--- config.mk ---
export PLATFORM = sky130hd
export DESIGN_NAME = host_link_decoder
export DESIGN_NICKNAME = d
export VERILOG_FILES = /design/src/rtl/host_link_decoder_pkg.sv /design/src/rtl/host_link_decoder_uart_rx.sv /design/src/rtl/host_link_decoder.sv
export SDC_FILE = /design/constraint.sdc
export NUM_CORES = 1
export LEC_CHECK = 0
export CORE_UTILIZATION = 55
export CTS_BUF_LIST = sky130_fd_sc_hd__clkbuf_16
export CTS_CLUSTER_DIAMETER = 80
export DETAILED_ROUTE_END_ITERATION = 6
export GPL_TIMING_DRIVEN = 0
export PLACE_DENSITY = 0.77
export SYNTH_ARGS = -nofsm -noshare
export SYNTH_HDL_FRONTEND = slang
export SYNTH_SLANG_ARGS = --single-unit
export TNS_END_PERCENT = 30
--- constraint.sdc ---
create_clock -name clk -period 3.65 [get_ports clk]
set_input_delay 0.9125 -clock clk [delete_from_list [all_inputs] [get_ports clk]]
set_output_delay 0.9125 -clock clk [all_outputs]
set_load 0.005 [all_outputs]
--- src/rtl/host_link_decoder_pkg.sv ---
// Shared constants and state encodings for the host link decoder.
// Holds the sync byte, opcodes, parser/receiver states and step/range reset values.
package host_link_decoder_pkg;

   localparam logic [7:0] SYNC_BYTE = 8'hA5;
   localparam logic [7:0] OP_WRITE  = 8'h01;
   localparam logic [7:0] OP_STEP   = 8'h02;
   localparam logic [7:0] OP_RANGE  = 8'h03;

   localparam logic [11:0] STEP_RESET  = 12'd1;
   localparam logic [11:0] RANGE_RESET = 12'hFFF;

   typedef enum logic [2:0] {
      ST_IDLE,
      ST_OPCODE,
      ST_PAYLOAD,
      ST_CHECK,
      ST_EXEC
   } parser_state_t;

   typedef enum logic [1:0] {
      RX_IDLE,
      RX_START,
      RX_DATA,
      RX_STOP
   } rx_state_t;

endpackage

--- src/rtl/host_link_decoder_uart_rx.sv ---
// 8N1 UART byte receiver: 2-flop synchroniser, mid-bit sampling,
// one-cycle byte_valid or stop_err pulse on the cycle after the stop-bit sample.
module uart_rx
   import host_link_decoder_pkg::*;
#(
   parameter int CLKS_PER_BIT = 868
) (
   input  logic       clk,
   input  logic       reset,
   input  logic       rxd,
   output logic       byte_valid,
   output logic [7:0] data,
   output logic       stop_err
);

   localparam int CW = $clog2(CLKS_PER_BIT + 1);
   localparam logic [CW-1:0] HALF_LAST = CW'(CLKS_PER_BIT / 2 - 1);
   localparam logic [CW-1:0] FULL_LAST = CW'(CLKS_PER_BIT - 1);

   logic          sync1, sync2;
   rx_state_t     state, state_nx;
   logic [CW-1:0] cnt, cnt_nx;
   logic [2:0]    bit_idx, bit_nx;
   logic [7:0]    shreg, sh_nx;
   logic          valid_nx, err_nx;

   assign data = shreg;

   always_ff @(posedge clk) begin
      if (reset) begin
         sync1      <= 1'b1;
         sync2      <= 1'b1;
         state      <= RX_IDLE;
         cnt        <= '0;
         bit_idx    <= '0;
         shreg      <= '0;
         byte_valid <= 1'b0;
         stop_err   <= 1'b0;
      end else begin
         sync1      <= rxd;
         sync2      <= sync1;
         state      <= state_nx;
         cnt        <= cnt_nx;
         bit_idx    <= bit_nx;
         shreg      <= sh_nx;
         byte_valid <= valid_nx;
         stop_err   <= err_nx;
      end
   end

   always_comb begin
      state_nx = state;
      cnt_nx   = cnt + 1'b1;
      bit_nx   = bit_idx;
      sh_nx    = shreg;
      valid_nx = 1'b0;
      err_nx   = 1'b0;
      case (state)
         RX_IDLE: begin
            cnt_nx = '0;
            if (!sync2) state_nx = RX_START;
         end
         RX_START: begin
            // a start that has gone high again by mid-bit is treated as a glitch
            if (cnt == HALF_LAST) begin
               cnt_nx   = '0;
               bit_nx   = '0;
               state_nx = sync2 ? RX_IDLE : RX_DATA;
            end
         end
         RX_DATA: begin
            if (cnt == FULL_LAST) begin
               cnt_nx = '0;
               sh_nx  = {sync2, shreg[7:1]};
               bit_nx = bit_idx + 3'd1;
               if (bit_idx == 3'd7) state_nx = RX_STOP;
            end
         end
         RX_STOP: begin
            if (cnt == FULL_LAST) begin
               cnt_nx   = '0;
               state_nx = RX_IDLE;
               valid_nx = sync2;
               err_nx   = !sync2;
            end
         end
         default: state_nx = RX_IDLE;
      endcase
   end

endmodule

--- src/rtl/host_link_decoder.sv ---
// Host command link: UART bytes framed as A5/opcode/P0..P3/checksum,
// executed as sample-memory writes or step/range register loads.
module host_link_decoder
   import host_link_decoder_pkg::*;
#(
   parameter int OUTPUT_WIDTH = 16,
   parameter int CLKS_PER_BIT = 868,
   parameter int TIMEOUT_CLKS = 20 * 868
) (
   input  logic                    clk,
   input  logic                    reset,
   input  logic                    rxd,
   output logic                    wr_enable,
   output logic [11:0]             wr_addr,
   output logic [OUTPUT_WIDTH-1:0] wr_data,
   output logic [11:0]             step,
   output logic [11:0]             range,
   output logic                    frame_err,
   output logic                    cmd_done
);

   localparam int GW = $clog2(TIMEOUT_CLKS + 1);

   logic          byte_valid, stop_err;
   logic [7:0]    rx_byte;
   parser_state_t state, state_nx;
   logic [1:0]    pay_cnt;
   logic [7:0]    opcode;
   logic [3:0][7:0] pay;
   logic [GW-1:0] gap;
   logic          timeout, cks_ok, err_nx, exec_go;
   logic [15:0]   wd;
   logic [11:0]   arg;

   uart_rx #(.CLKS_PER_BIT(CLKS_PER_BIT)) u_rx (
      .clk        (clk),
      .reset      (reset),
      .rxd        (rxd),
      .byte_valid (byte_valid),
      .data       (rx_byte),
      .stop_err   (stop_err)
   );

   assign timeout = (state != ST_IDLE) && !byte_valid && (gap == GW'(TIMEOUT_CLKS - 1));
   assign cks_ok  = (rx_byte == (opcode ^ pay[0] ^ pay[1] ^ pay[2] ^ pay[3]));
   assign wd      = {pay[2], pay[3]};
   assign arg     = {pay[0][3:0], pay[1]};

   always_comb begin
      state_nx = state;
      err_nx   = 1'b0;
      exec_go  = 1'b0;
      if (stop_err || timeout) begin
         state_nx = ST_IDLE;
         err_nx   = 1'b1;
      end else begin
         case (state)
            ST_IDLE:
               if (byte_valid && rx_byte == SYNC_BYTE) state_nx = ST_OPCODE;
            ST_OPCODE:
               if (byte_valid) begin
                  if (rx_byte inside {OP_WRITE, OP_STEP, OP_RANGE}) begin
                     state_nx = ST_PAYLOAD;
                  end else begin
                     state_nx = ST_IDLE;
                     err_nx   = 1'b1;
                  end
               end
            ST_PAYLOAD:
               if (byte_valid && pay_cnt == 2'd3) state_nx = ST_CHECK;
            ST_CHECK:
               if (byte_valid) begin
                  if (cks_ok) begin
                     state_nx = ST_EXEC;
                     exec_go  = 1'b1;
                  end else begin
                     state_nx = ST_IDLE;
                     err_nx   = 1'b1;
                  end
               end
            ST_EXEC:   state_nx = ST_IDLE;
            default:   state_nx = ST_IDLE;
         endcase
      end
   end

   // Outputs are loaded on the CHECK->EXEC edge so they appear in the EXEC cycle.
   always_ff @(posedge clk) begin
      if (reset) begin
         state     <= ST_IDLE;
         pay_cnt   <= '0;
         opcode    <= '0;
         pay       <= '0;
         gap       <= '0;
         wr_enable <= 1'b0;
         wr_addr   <= '0;
         wr_data   <= '0;
         step      <= STEP_RESET;
         range     <= RANGE_RESET;
         frame_err <= 1'b0;
         cmd_done  <= 1'b0;
      end else begin
         state     <= state_nx;
         frame_err <= err_nx;
         cmd_done  <= exec_go;
         wr_enable <= exec_go && (opcode == OP_WRITE);
         gap       <= (state_nx == ST_IDLE || byte_valid) ? '0 : gap + 1'b1;
         if (byte_valid) begin
            if (state == ST_OPCODE) begin
               opcode  <= rx_byte;
               pay_cnt <= '0;
            end else if (state == ST_PAYLOAD) begin
               pay[pay_cnt] <= rx_byte;
               pay_cnt      <= pay_cnt + 2'd1;
            end
         end
         if (exec_go) begin
            case (opcode)
               OP_WRITE: begin
                  wr_addr <= arg;
                  wr_data <= wd[OUTPUT_WIDTH-1:0];
               end
               OP_STEP:  step  <= arg;
               OP_RANGE: range <= arg;
               default:  ;
            endcase
         end
      end
   end

endmodule

# Word-level counts from Yosys, hierarchy flattened
# Index checks and enable logic that the tools add are counted.
op_classes:
  order_cmp: 2
  addsub: 4
  n_eq_ne: 24
  reduce_logical: 29
  n_bitwise: 7
  muxes: 36
op_table:
  columns: ["operator", "n"]
  rows:
  - ["32-bit bitwise mux", 1]
  - ["8-bit by 2-bit equality test with 1-bit output, second input constant", 4]
  - ["8-bit bitwise XOR", 4]
  - ["10-bit one-hot mux with 3 select lines", 1]
  - ["3-bit two-way mux", 8]
  - ["10-bit two-way mux", 2]
  - ["2-bit two-way mux", 9]
  - ["8-bit demux with 2-bit select", 1]
  - ["8-bit by 1-bit equality test with 1-bit output, second input constant", 2]
  - ["15-bit by 1-bit adder with 15-bit output, second input constant", 1]
  - ["15-bit equality test, second input constant", 1]
  - ["3-bit one-hot mux with 4 select lines", 1]
  - ["2-bit AND reduction", 6]
  - ["10-bit by 1-bit adder with 10-bit output, second input constant", 1]
  - ["10-bit equality test, second input constant", 1]
  - ["10-bit by 9-bit equality test with 1-bit output, second input constant", 1]
  - ["1-bit two-way mux", 9]
  - ["8-bit equality test", 1]
  - ["8-bit equality test, second input constant", 1]
  - ["8-bit two-way mux", 1]
  - ["2-bit by 1-bit != test with 1-bit output, second input constant", 4]
  - ["2-bit one-hot mux with 4 select lines", 1]
  - ["2-bit equality test, second input constant", 3]
  - ["3-bit by 2-bit equality test with 1-bit output, second input constant", 2]
  - ["other kinds (22)", 36]
word_totals:
  inputBits: 3
  ff_bits: 142

# Depth between registers and ports, before layout
# Gate-level depths: netlist of run 1.
depth:
  word_depth: 12
  depth_mapped: 10
  depth_no_buf: 8

# Modules after synthesis
# From an unflattened synthesis of run 1, not the netlist that was laid out.
unflattened:
  hier_cells: 714
  area_unflattened_um2: 6416.2
modules_own_cells:
  columns: ["mod", "cells_per_inst", "area_per_inst_um2", "seq_area_each_um2", "instances"]
  rows:
  - ["host_link_decoder", 597, 5261.3, 2302.2, 1]
  - ["uart_rx", 117, 1154.9, 540.5, 1]

# Worst setup path after synthesis of run 1
# Ideal clock, no wire load.
synth_timing:
  path_kind: "register -> register"
  start: "reg pay, in the netlist arg[7]"
  end: "reg range[10]"
  arrival_time_ns: 2.652
  required_ns: 3.530
  setup_slack_ns: 0.879
  n_path_buf: 3
  period_less_slack_ns: 2.771
  stages_incl_launch_ff: 10
  path_cell_list: "dfxtp_1 > xnor3_1 > xnor2_1 > a22o_1 > or4_4 > buf_6 > or4_4 > buf_6 > buf_8 > mux2i_1"
synth_via:
  elab_chain_cells: 9
synth_lines:
  columns: ["item", "line", "source"]
  rows:
  - ["from (decl)", "host_link_decoder.sv:29", "logic [3:0][7:0] pay;"]
  - ["from (signal, indexed assignment)", "host_link_decoder.sv:113", "pay[pay_cnt] <= rx_byte;"]
  - ["8-bit bitwise XOR (3 in series)", "host_link_decoder.sv:45", "assign cks_ok = (rx_byte == (opcode ^ pay[0] ^ pay[1] ^ pay[2] ^ pay[3]));"]
  - ["8-bit equality test", "host_link_decoder.sv:45", null]
  - ["1-bit two-way mux", "host_link_decoder.sv:73", "if (cks_ok) begin"]
  - ["1-bit two-way mux", "host_link_decoder.sv:72", "if (byte_valid) begin"]
  - ["1-bit two-way mux", "host_link_decoder.sv:57", "case (state)"]
  - ["1-bit two-way mux", "host_link_decoder.sv:53", "if (stop_err || timeout) begin"]
  - ["2-bit AND reduction (no line)", null, null]
  - ["to (signal assigned)", "host_link_decoder.sv:124", "OP_RANGE: range <= arg;"]
  - ["to (decl)", "host_link_decoder.sv:17", "output logic [11:0] range,"]
# No other way between the ends.
# A chain may end at the register's enable or synchronous reset.

# Worst setup path in the final report of run 1
layout_timing:
  start: "reg u_rx.shreg[5], in the netlist u_rx.data[5]"
  end: "reg wr_data[5]"
layout_via:
  elab_chain_cells: 6
layout_lines:
  columns: ["item", "line", "source"]
  rows:
  - ["from (decl)", "host_link_decoder_uart_rx.sv:24", "logic [7:0] shreg, sh_nx;"]
  - ["from (signal assigned)", "host_link_decoder_uart_rx.sv:45", "shreg <= sh_nx;"]
  - ["8-bit equality test", "host_link_decoder.sv:45", null]
  - ["1-bit two-way mux", "host_link_decoder.sv:73", null]
  - ["1-bit two-way mux", "host_link_decoder.sv:72", null]
  - ["1-bit two-way mux", "host_link_decoder.sv:57", null]
  - ["1-bit two-way mux", "host_link_decoder.sv:53", null]
  - ["2-bit AND reduction (no line)", null, null]
  - ["to (signal assigned)", "host_link_decoder.sv:121", "wr_data <= wd[OUTPUT_WIDTH-1:0];"]
  - ["to (decl)", "host_link_decoder.sv:15", "output logic [OUTPUT_WIDTH-1:0] wr_data,"]
# No other way between the ends.

==> results of run 1 <==
==> cells in the final DEF (no fill, tap or decap), types with 5 or more instances in the layout <==
master           count
dfxtp_1            142
nand2_1             75
nor2_1              72
nand2b_1            67
mux2i_1             61
clkdlybuf4s50_1     57
a21oi_1             49
nand3_1             44
clkbuf_1            36
xnor2_1             31
xor2_1              20
clkbuf_16           17
ha_1                14
inv_1               10
nor3_1               9
nand4_1              9
nor2b_1              5
==> cell type report <==
type | instances | area, um2 | share of cell area
Inverter | 7 | 26.3 | 0.00349
Buffer | 48 | 223 | 0.0296
Timing Repair Buffer | 57 | 571 | 0.0757
Tap cell | 140 | 175 | 0.0232
Multi-Input combinational cell | 502 | 3210 | 0.426
Sequential cell | 142 | 2840 | 0.377
Clock inverter | 9 | 61.3 | 0.00814
Clock buffer | 17 | 425 | 0.0565
==> power by group through the flow <==
stage,Clock (uW),Sequential [uW],Combinational (uW)
final,1490,1560,76.4
after floorplan,0,1590,53.8
after global routing,1560,1560,83.8
after detailed placement,0,1590,75.4
after CTS,1500,1560,76.0
after global placement,0,1590,72.5
==> critical path, cell delays in order (launching register included) <==
cell and delay [ns]:
dfxtp_1 0.30, clkbuf_1 0.50, xor2_1 0.19, xnor3_1 0.46
nand2_1 0.06, or4_4 0.41, buf_6 0.15, nor4_1 0.23
buf_2 0.35, buf_4 0.29, mux2i_1 0.22
==> worst min path at each step <==
| stage | end | cells after the start |
|---|---|---|
| after global placement | u_rx.sync2 | 1 |
| final | u_rx.sync2 | 1 |
| after detailed placement | u_rx.sync2 | 1 |
| after global routing | u_rx.sync2 | 1 |
| after CTS | u_rx.sync2 | 1 |
| after floorplan | u_rx.sync2 | 1 |
==> cells by family (layout without fill, tap and decap cells) <==
group / Yosys count / in the layout / synth area share
AO/OA/AOI/OAI: 59 / 59 / 0.0498
XOR/XNOR: 55 / 55 / 0.0852
adder cells (fa/ha/maj): 14 / 14 / 0.0278
buffers and inverters: 55 / 138 / 0.0395
flip-flops: 142 / 142 / 0.451
multiplexers: 61 / 61 / 0.0969
AND/OR/NAND/NOR: 313 / 313 / 0.250
==> state kept, by name, indices dropped and copies added (netlist names), 2 cells and up, named ones only <==
| signal | cells |
|---|---|
| arg | 12 |
| gap | 15 |
| opcode | 8 |
| pay | 20 |
| pay_cnt | 2 |
| range | 12 |
| state | 3 |
| step | 12 |
| u_rx.bit_idx | 3 |
| u_rx.cnt | 10 |
| u_rx.data | 8 |
| wr_addr | 12 |
| wr_data | 16 |
==> through the flow <==
stage                     cells  power (uW)
final                       922        3120
after global routing        922        3200
after CTS                   922        3130
after detailed placement    896        1670
after global placement      896        1660
after floorplan             699        1640
==> synth_stat cells (2+ instances only) <==
library cell  number  share of area
dfxtp_1          142           0.45
nand2_1           75          0.045
nor2_1            72          0.043
nand2b_1          67          0.066
mux2i_1           61          0.097
a21oi_1           49          0.039
nand3_1           44          0.035
clkbuf_1          36          0.021
xnor2_1           31          0.043
xor2_1            20          0.028
ha_1              14          0.028
nand4_1            9         0.0089
nor3_1             9         0.0071
inv_1              7         0.0042
nor2b_1            5         0.0050
buf_2              4         0.0032
nor4_1             4         0.0040
o21ai_0            4         0.0032
or2_2              4         0.0040
or4_1              4         0.0048
xnor3_1            4          0.014
buf_4              3         0.0036
and2_1             2         0.0020
and3_1             2         0.0020
buf_1              2         0.0012
buf_6              2         0.0036
nand3b_1           2         0.0024
nor4bb_1           2         0.0032
or3_1              2         0.0020
or4_4              2         0.0036
or4b_2             2         0.0032
==> layer usage <==
metal  part of all wire  wire length, um
met1               0.47             6950
met5                  0                0
met3              0.047              691
met4              0.025              363
met2               0.46             6750
==> results.cfg, run 1 <==
[clock_network]
cts-hold-fix-buffers = 0
cts.sinks = 142
clk_pin_slew_ns = 0.06
cts_root_buf = clkbuf_16
cts_buffers = 17
post_cts_buffers = 0
postCtsResizedCells = 0
cts_tree = yes
clock_path_buffers = 2
htree_levels = 4
clkLatencyLatePin_ns = 0.42

[sta]
hold_viol_final = 0
drv_slew = 0
worst_hold_slack_ns = 0.420
tns_ns = 0
layout_min_cycle_time_ns = 3.25
min_period_over_period = 0.890
final.setup.worst_slack_ns = 0.402
relSlewSlack = 0.278
finClkSkew_ns = 0.00697
finalSetupViolations = 0
rsz0062_at_grt = false
worst_slew_pin_slew_ns = 1.08
max_freq_ghz = 0.308

[critical_path]
endpoint_kind = flop
cp.required_ns = 4.00
reg2reg_from = u_rx.data[5]
critPathMaxFanout = 10
timing.reg2reg.setup_slack_ns = 0.40
r2r_end = wr_data[5]
cp.arrival_ns = 3.60
crit_end = wr_data[5]
crit_path_start = u_rx.data[5]
reg2regPathDepth = 10
start_kind = flop
worst-setup-path-type = flop to flop

[floorplanning]
die_area_um2 = 11900
rows = 38
start_util = 0.574
die_h_um = 109
io_pins = 58
die_x_um = 109
fp.coreArea_um2 = 11000

[power]
power.density_nw_per_um2 = 414
p_seq_frac = 0.499
internal-power_uw = 2470
swShare = 0.208
ir_drop_mv = 0.319
pwr-share-comb = 0.024
p_clk_frac = 0.477
power_switching_uw = 650
p_leak_uw = 0.00271

[placed_design]
gp_congestion = 0.872
pre_cts_slack_ns = 0.471
place_hpwl_mm = 10.7
io_buffer_count = 57
placed_cell_area_um2 = 7050

[min_path]
hold_class = flop to flop
min-delay-start = u_rx.sync1

[synthesis]
ys_async_sr_fraction = 0
synth-edff-count = 0
yosys_warnings = 0
ys_ff_latch = 142
syn_area_um2 = 6300
avgSynthCellArea_um2 = 9.02
synth.net_count = 716
ys_seq_area_frac = 0.451
synth_ff_type = dfxtp_1
synth_cells = 699
ys_types = 44

[global_route]
grt_pass1_vias = 4882
grtUsageMet1 = 0.345
grt_util_met2 = 0.423
antenna_found_initial = 0
track_usage = 0.266
grt_busiest_layer = met2
grt_overflow = 0
grt_pass1_wl_mm = 23.9
use_met3 = 0.0574
grt_max_degree = 17

[layout]
drive_gt1_frac = 0.0499
final_area_um2 = 7540
final_util = 0.686
final_nets = 792
areaGrowthSynthToFinish_pct = 19.6
n_fill_cell = 866
diodes = 0

[route]
wl_per_cell_um = 16.0
via_per_inst = 5.50
final_antenna_net_count = 0
drt-initial-drc-count = 322
wl_mm = 14.8
dr_total_vias = 5072
drc_errors = 0
firstDrtPassIters = 5

[status]
status = completed

[flow_run]
maxCapViolCount = 0
Note: power is estimated with default switching activity, not from simulation.
==> run 2, diff against run 1 <==
- CORE_ASPECT_RATIO: unset -> 1.75
- CORE_UTILIZATION: 55 -> 51
- PLACE_DENSITY: 0.77 -> 0.72
- clock period: 3.65 -> 3.3 ns (I/O delays scaled with it)
==> results.cfg, run 2 (same netlist as run 1, synthesis figures left out) <==
[power]
p_leak_uw = 0.00277
power.density_nw_per_um2 = 502
ir_drop_mv = 0.364

[critical_path]
cp_cell_sequence = xnor3_1 > xnor2_1 > a22o_1 > or4_4 > buf_6 > nor4_1 > buf_4 > buf_4 > mux2i_1
worst-setup-path-type = flop to flop
critPathMaxFanout = 10
cp.required_ns = 3.63
worst-path-buf-inv = 3
slowest_delay_ns = 0.53
cp_common_cell = buf_4
cp.arrival_ns = 3.43
crit_slowest_cell = or4_4
critical_path.top_delay_family = simple AND/OR/NAND/NOR gates
endpoint_kind = flop
start_kind = flop

[floorplanning]
die_area_um2 = 12800
die_h_um = 149
io_pins = 58
die_x_um = 86.0
rows = 53
start_util = 0.525
fp.coreArea_um2 = 12000

[global_route]
grt_pass1_vias = 5059
grt_pass1_wl_mm = 24.3
track_usage = 0.246
grt_overflow = 0
antenna_found_initial = 0
grt_max_degree = 17

[sta]
worst_hold_slack_ns = 0.415
min_period_over_period = 0.937
worst_slew_pin_slew_ns = 0.979
hold_viol_final = 0
drv_slew = 0
layout_min_cycle_time_ns = 3.09
max_freq_ghz = 0.324
finClkSkew_ns = 0.00970
finalSetupViolations = 0
rsz0062_at_grt = false
relSlewSlack = 0.342

[route]
drc_errors = 0
final_antenna_net_count = 0
wl_per_cell_um = 15.8
firstDrtPassIters = 5
dr_total_vias = 5025
wl_mm = 15.0
drt-initial-drc-count = 373
via_per_inst = 5.28

[clock_network]
htree_levels = 4
cts_buffers = 17
cts_tree = yes
clkLatencyLatePin_ns = 0.42
cts_root_buf = clkbuf_16
clock_path_buffers = 2
cts.sinks = 142
clk_pin_slew_ns = 0.06

[layout]
top_regs = pay x20, wr_data x16, gap x15
regMostFlops = pay
areaGrowthSynthToFinish_pct = 22.5
mostFrequentLayoutCells = dfxtp_1 (142), nand2_1 (75), nor2_1 (72)
final_common_cell = dfxtp_1
final_cells = 951
final_nets = 790
drive_gt1_frac = 0.0662
diodes = 0
largest_reg_flops = 20

[placed_design]
io_buffer_count = 57
place_hpwl_mm = 11.1
dpl.cell_count = 921
gp_congestion = 0.951

[min_path]
hold_class = flop to flop

[status]
status = completed

[flow_run]
maxCapViolCount = 0
[run 2: changes by cell type in the layout (fill, tap and decap cells not counted), moves of 3 or more]
cell / change
bufinv_16: +4
clkinv_1: -4
clkinv_4: +4
clkinv_2: +3
inv_1: -3
[run 2: cell type report]
type | instances | area [um2]
fillers | 989 | 4280
multi-input cells | 502 | 3210
flip-flops and latches | 142 | 2840
repair buffers | 57 | 571
clock buffers | 17 | 425
clock inverters | 15 | 220
plain buffers | 46 | 218
well taps | 165 | 206
inverters | 7 | 26.3
[run 2: per-layer routing]
metal / track usage / up-vias / wire length, um
li1: - / 2484 / -
met1: 0.243 / 2362 / 5590
met2: 0.463 / 142 / 8150
met3: 0.0498 / 37 / 584
met4: 0.143 / 0 / 685
met5: 0 / - / 0
[run 2: power by group]
group | internal, uW | total [uW] | switching [uW]
logic | 30.9 | 85.2 | 54.2
registers | 1720 | 1720 | 3.74
clock network | 1340 | 2070 | 733
[run 2: stage by stage]
| stage | utilization | TNS, ns | cell area (um2) | power (uW) | setup slack, ns |
|---|---|---|---|---|---|
| 5_1_grt | 0.643 | 0 | 7720 | 3980 | 0.0626 |
| 4_1_cts | 0.643 | 0 | 7720 | 3900 | 0.0677 |
| 3_3_place_gp | 0.590 | 0 | 7080 | 1840 | 0.0197 |
| 6_report | 0.643 | 0 | 7720 | 3880 | 0.209 |
| 2_1_floorplan | - | 0 | 6300 | 1820 | 0.529 |
| 3_5_place_dp | 0.590 | -0.0102 | 7080 | 1840 | -0.00812 |
[run 2: worst paths after layout]
kind / start / to / slack, ns / depth (start not counted)
max: arg[7] / wr_addr[0] / 0.21 / 9
min: u_rx.sync1 / u_rx.sync2 / 0.41 / 1
max reg2reg: arg[7] / wr_addr[0] / 0.21 / 9
min reg2reg: u_rx.sync1 / u_rx.sync2 / 0.41 / 1
[run 2: timing repair]
action | in CTS | in global routing
pin swaps | 0 | 0
hold endpoints to repair | 0 | 0
gates resized for setup | 0 | 2
hold buffers | 0 | 0
buffers inserted | 0 | 0
endpoints found under the setup margin | 3 | 20
[run 2: worst register-to-register path, cell delays in order (launching register included)]
cell and delay (ns):
dfxtp_1 0.39, xnor3_1 0.43, xnor2_1 0.15, a22o_1 0.23
or4_4 0.53, buf_6 0.15, nor4_1 0.35, buf_4 0.30
buf_4 0.25, mux2i_1 0.23
==> run 3, diff against run 2 <==
- PLACE_DENSITY: 0.72 -> 0.75
- clock period: 3.3 -> 2.8 ns (I/O delays scaled with it)
==> results.cfg, run 3 (same netlist as run 1, synthesis figures left out) <==
[critical_path]
cp_common_cell = or4_4
slowest_delay_ns = 0.57
crit_slowest_cell = or4_4
worst-setup-path-type = flop to flop
endpoint_kind = flop
critical_path.top_delay_family = simple AND/OR/NAND/NOR gates
cp.required_ns = 3.10
start_kind = flop
worst-path-buf-inv = 2
critPathMaxFanout = 10
cp_cell_sequence = xnor3_1 > xnor2_2 > a22o_1 > or4_4 > or4_4 > buf_6 > buf_12 > mux2i_2
cp.arrival_ns = 3.09

[layout]
final_nets = 792
diodes = 0
regMostFlops = pay
final_common_cell = dfxtp_1
top_regs = pay x20, wr_data x16, gap x15
areaGrowthSynthToFinish_pct = 23.5
final_cells = 953
largest_reg_flops = 20
mostFrequentLayoutCells = dfxtp_1 (134), nand2_1 (75), nor2_1 (72)
final_area_um2 = 7790
drive_gt1_frac = 0.0888
n_fill_cell = 971

[placed_design]
io_buffer_count = 57
placed_cell_area_um2 = 7080
pre_cts_slack_ns = -0.446
gp_congestion = 0.955
dpl.cell_count = 921
place_hpwl_mm = 11.3

[sta]
finClkSkew_ns = 0.00699
worst_slew_pin_slew_ns = 1.02
drv_slew = 0
max_freq_ghz = 0.359
final.setup.worst_slack_ns = 0.0137
hold_viol_final = 0
rsz0062_at_grt = true
relSlewSlack = 0.312
layout_min_cycle_time_ns = 2.79
finalSetupViolations = 0
tns_ns = 0
min_period_over_period = 0.995

[route]
final_antenna_net_count = 0
via_per_inst = 5.30
wl_per_cell_um = 15.9
drc_errors = 0
firstDrtPassIters = 5
dr_total_vias = 5050
drt-initial-drc-count = 387
wl_mm = 15.1

[floorplanning]
rows = 53
io_pins = 58
die_area_um2 = 12800
die_x_um = 86.0
fp.coreArea_um2 = 12000
die_h_um = 149
start_util = 0.525

[min_path]
hold_class = flop to flop

[clock_network]
cts.sinks = 142
cts-hold-fix-buffers = 0
clkLatencyLatePin_ns = 0.42
cts_root_buf = clkbuf_16
cts_buffers = 17
clk_pin_slew_ns = 0.06
cts_tree = yes
htree_levels = 4
clock_path_buffers = 2

[power]
power_uw = 4450
p_seq_frac = 0.456
p_leak_uw = 0.00278
internal-power_uw = 3470
ir_drop_mv = 0.424
pwr-share-comb = 0.022
power_switching_uw = 977
p_clk_frac = 0.522
power.density_nw_per_um2 = 572
swShare = 0.219

[global_route]
grt_overflow = 0
track_usage = 0.254
grt_pass1_wl_mm = 24.9
grt_pass1_vias = 5142
antenna_found_initial = 0
grt_max_degree = 17

[status]
status = completed

[flow_run]
maxCapViolCount = 0
==> run 3: path summary, 6_finish.rpt <==
kind              startpoint    endpoint  slack [ns]  cells after the start
setup reg to reg     pay[23]   range[10]        0.01                      8
setup / recovery     pay[23]   range[10]        0.01                      8
hold / removal    u_rx.sync1  u_rx.sync2        0.41                      1
hold reg to reg   u_rx.sync1  u_rx.sync2        0.41                      1
==> run 3: what timing repair did <==
item,CTS,global route
buffers inserted,2,2
gates resized for setup,12,11
hold endpoints to repair,0,0
endpoints found under the setup margin,52,47
pin swaps,5,5
==> run 3: layout make-up <==
| cell class | count | area [um2] | share of cell area |
|---|---|---|---|
| plain buffers | 44 | 219 | 0.0281 |
| clock buffers | 17 | 425 | 0.0546 |
| clock inverters | 15 | 183 | 0.0235 |
| inverters | 7 | 26.3 | 0.00337 |
| multi-input cells | 502 | 3270 | 0.420 |
| flip-flops and latches | 142 | 2860 | 0.367 |
| well taps | 165 | 206 | 0.0265 |
| repair buffers | 61 | 601 | 0.0771 |
==> run 3: layer usage <==
metal,global-route usage,vias up,part of all wire
met5,0,-,0
met4,0.178,0,0.068
met3,0.0531,55,0.039
met2,0.462,145,0.53
met1,0.251,2369,0.36
li1,-,2481,-
==> run 3: through the flow <==
stage	utilization	hold slack (ns)
2_1_floorplan	-	0.389
3_3_place_gp	0.590	0.394
3_5_place_dp	0.590	0.399
4_1_cts	0.644	0.416
5_1_grt	0.649	0.439
6_report	0.649	0.415
==> run 3: power groups by stage <==
| stage | clock network [uW] | registers (uW) | logic (uW) |
|---|---|---|---|
| after floorplan | 0 | 2070 | 70.2 |
| after global placement | 0 | 2070 | 93.7 |
| after detailed placement | 0 | 2070 | 98.4 |
| after CTS | 2350 | 2030 | 98.6 |
| after global routing | 2450 | 2030 | 110 |
| final | 2320 | 2030 | 98.7 |
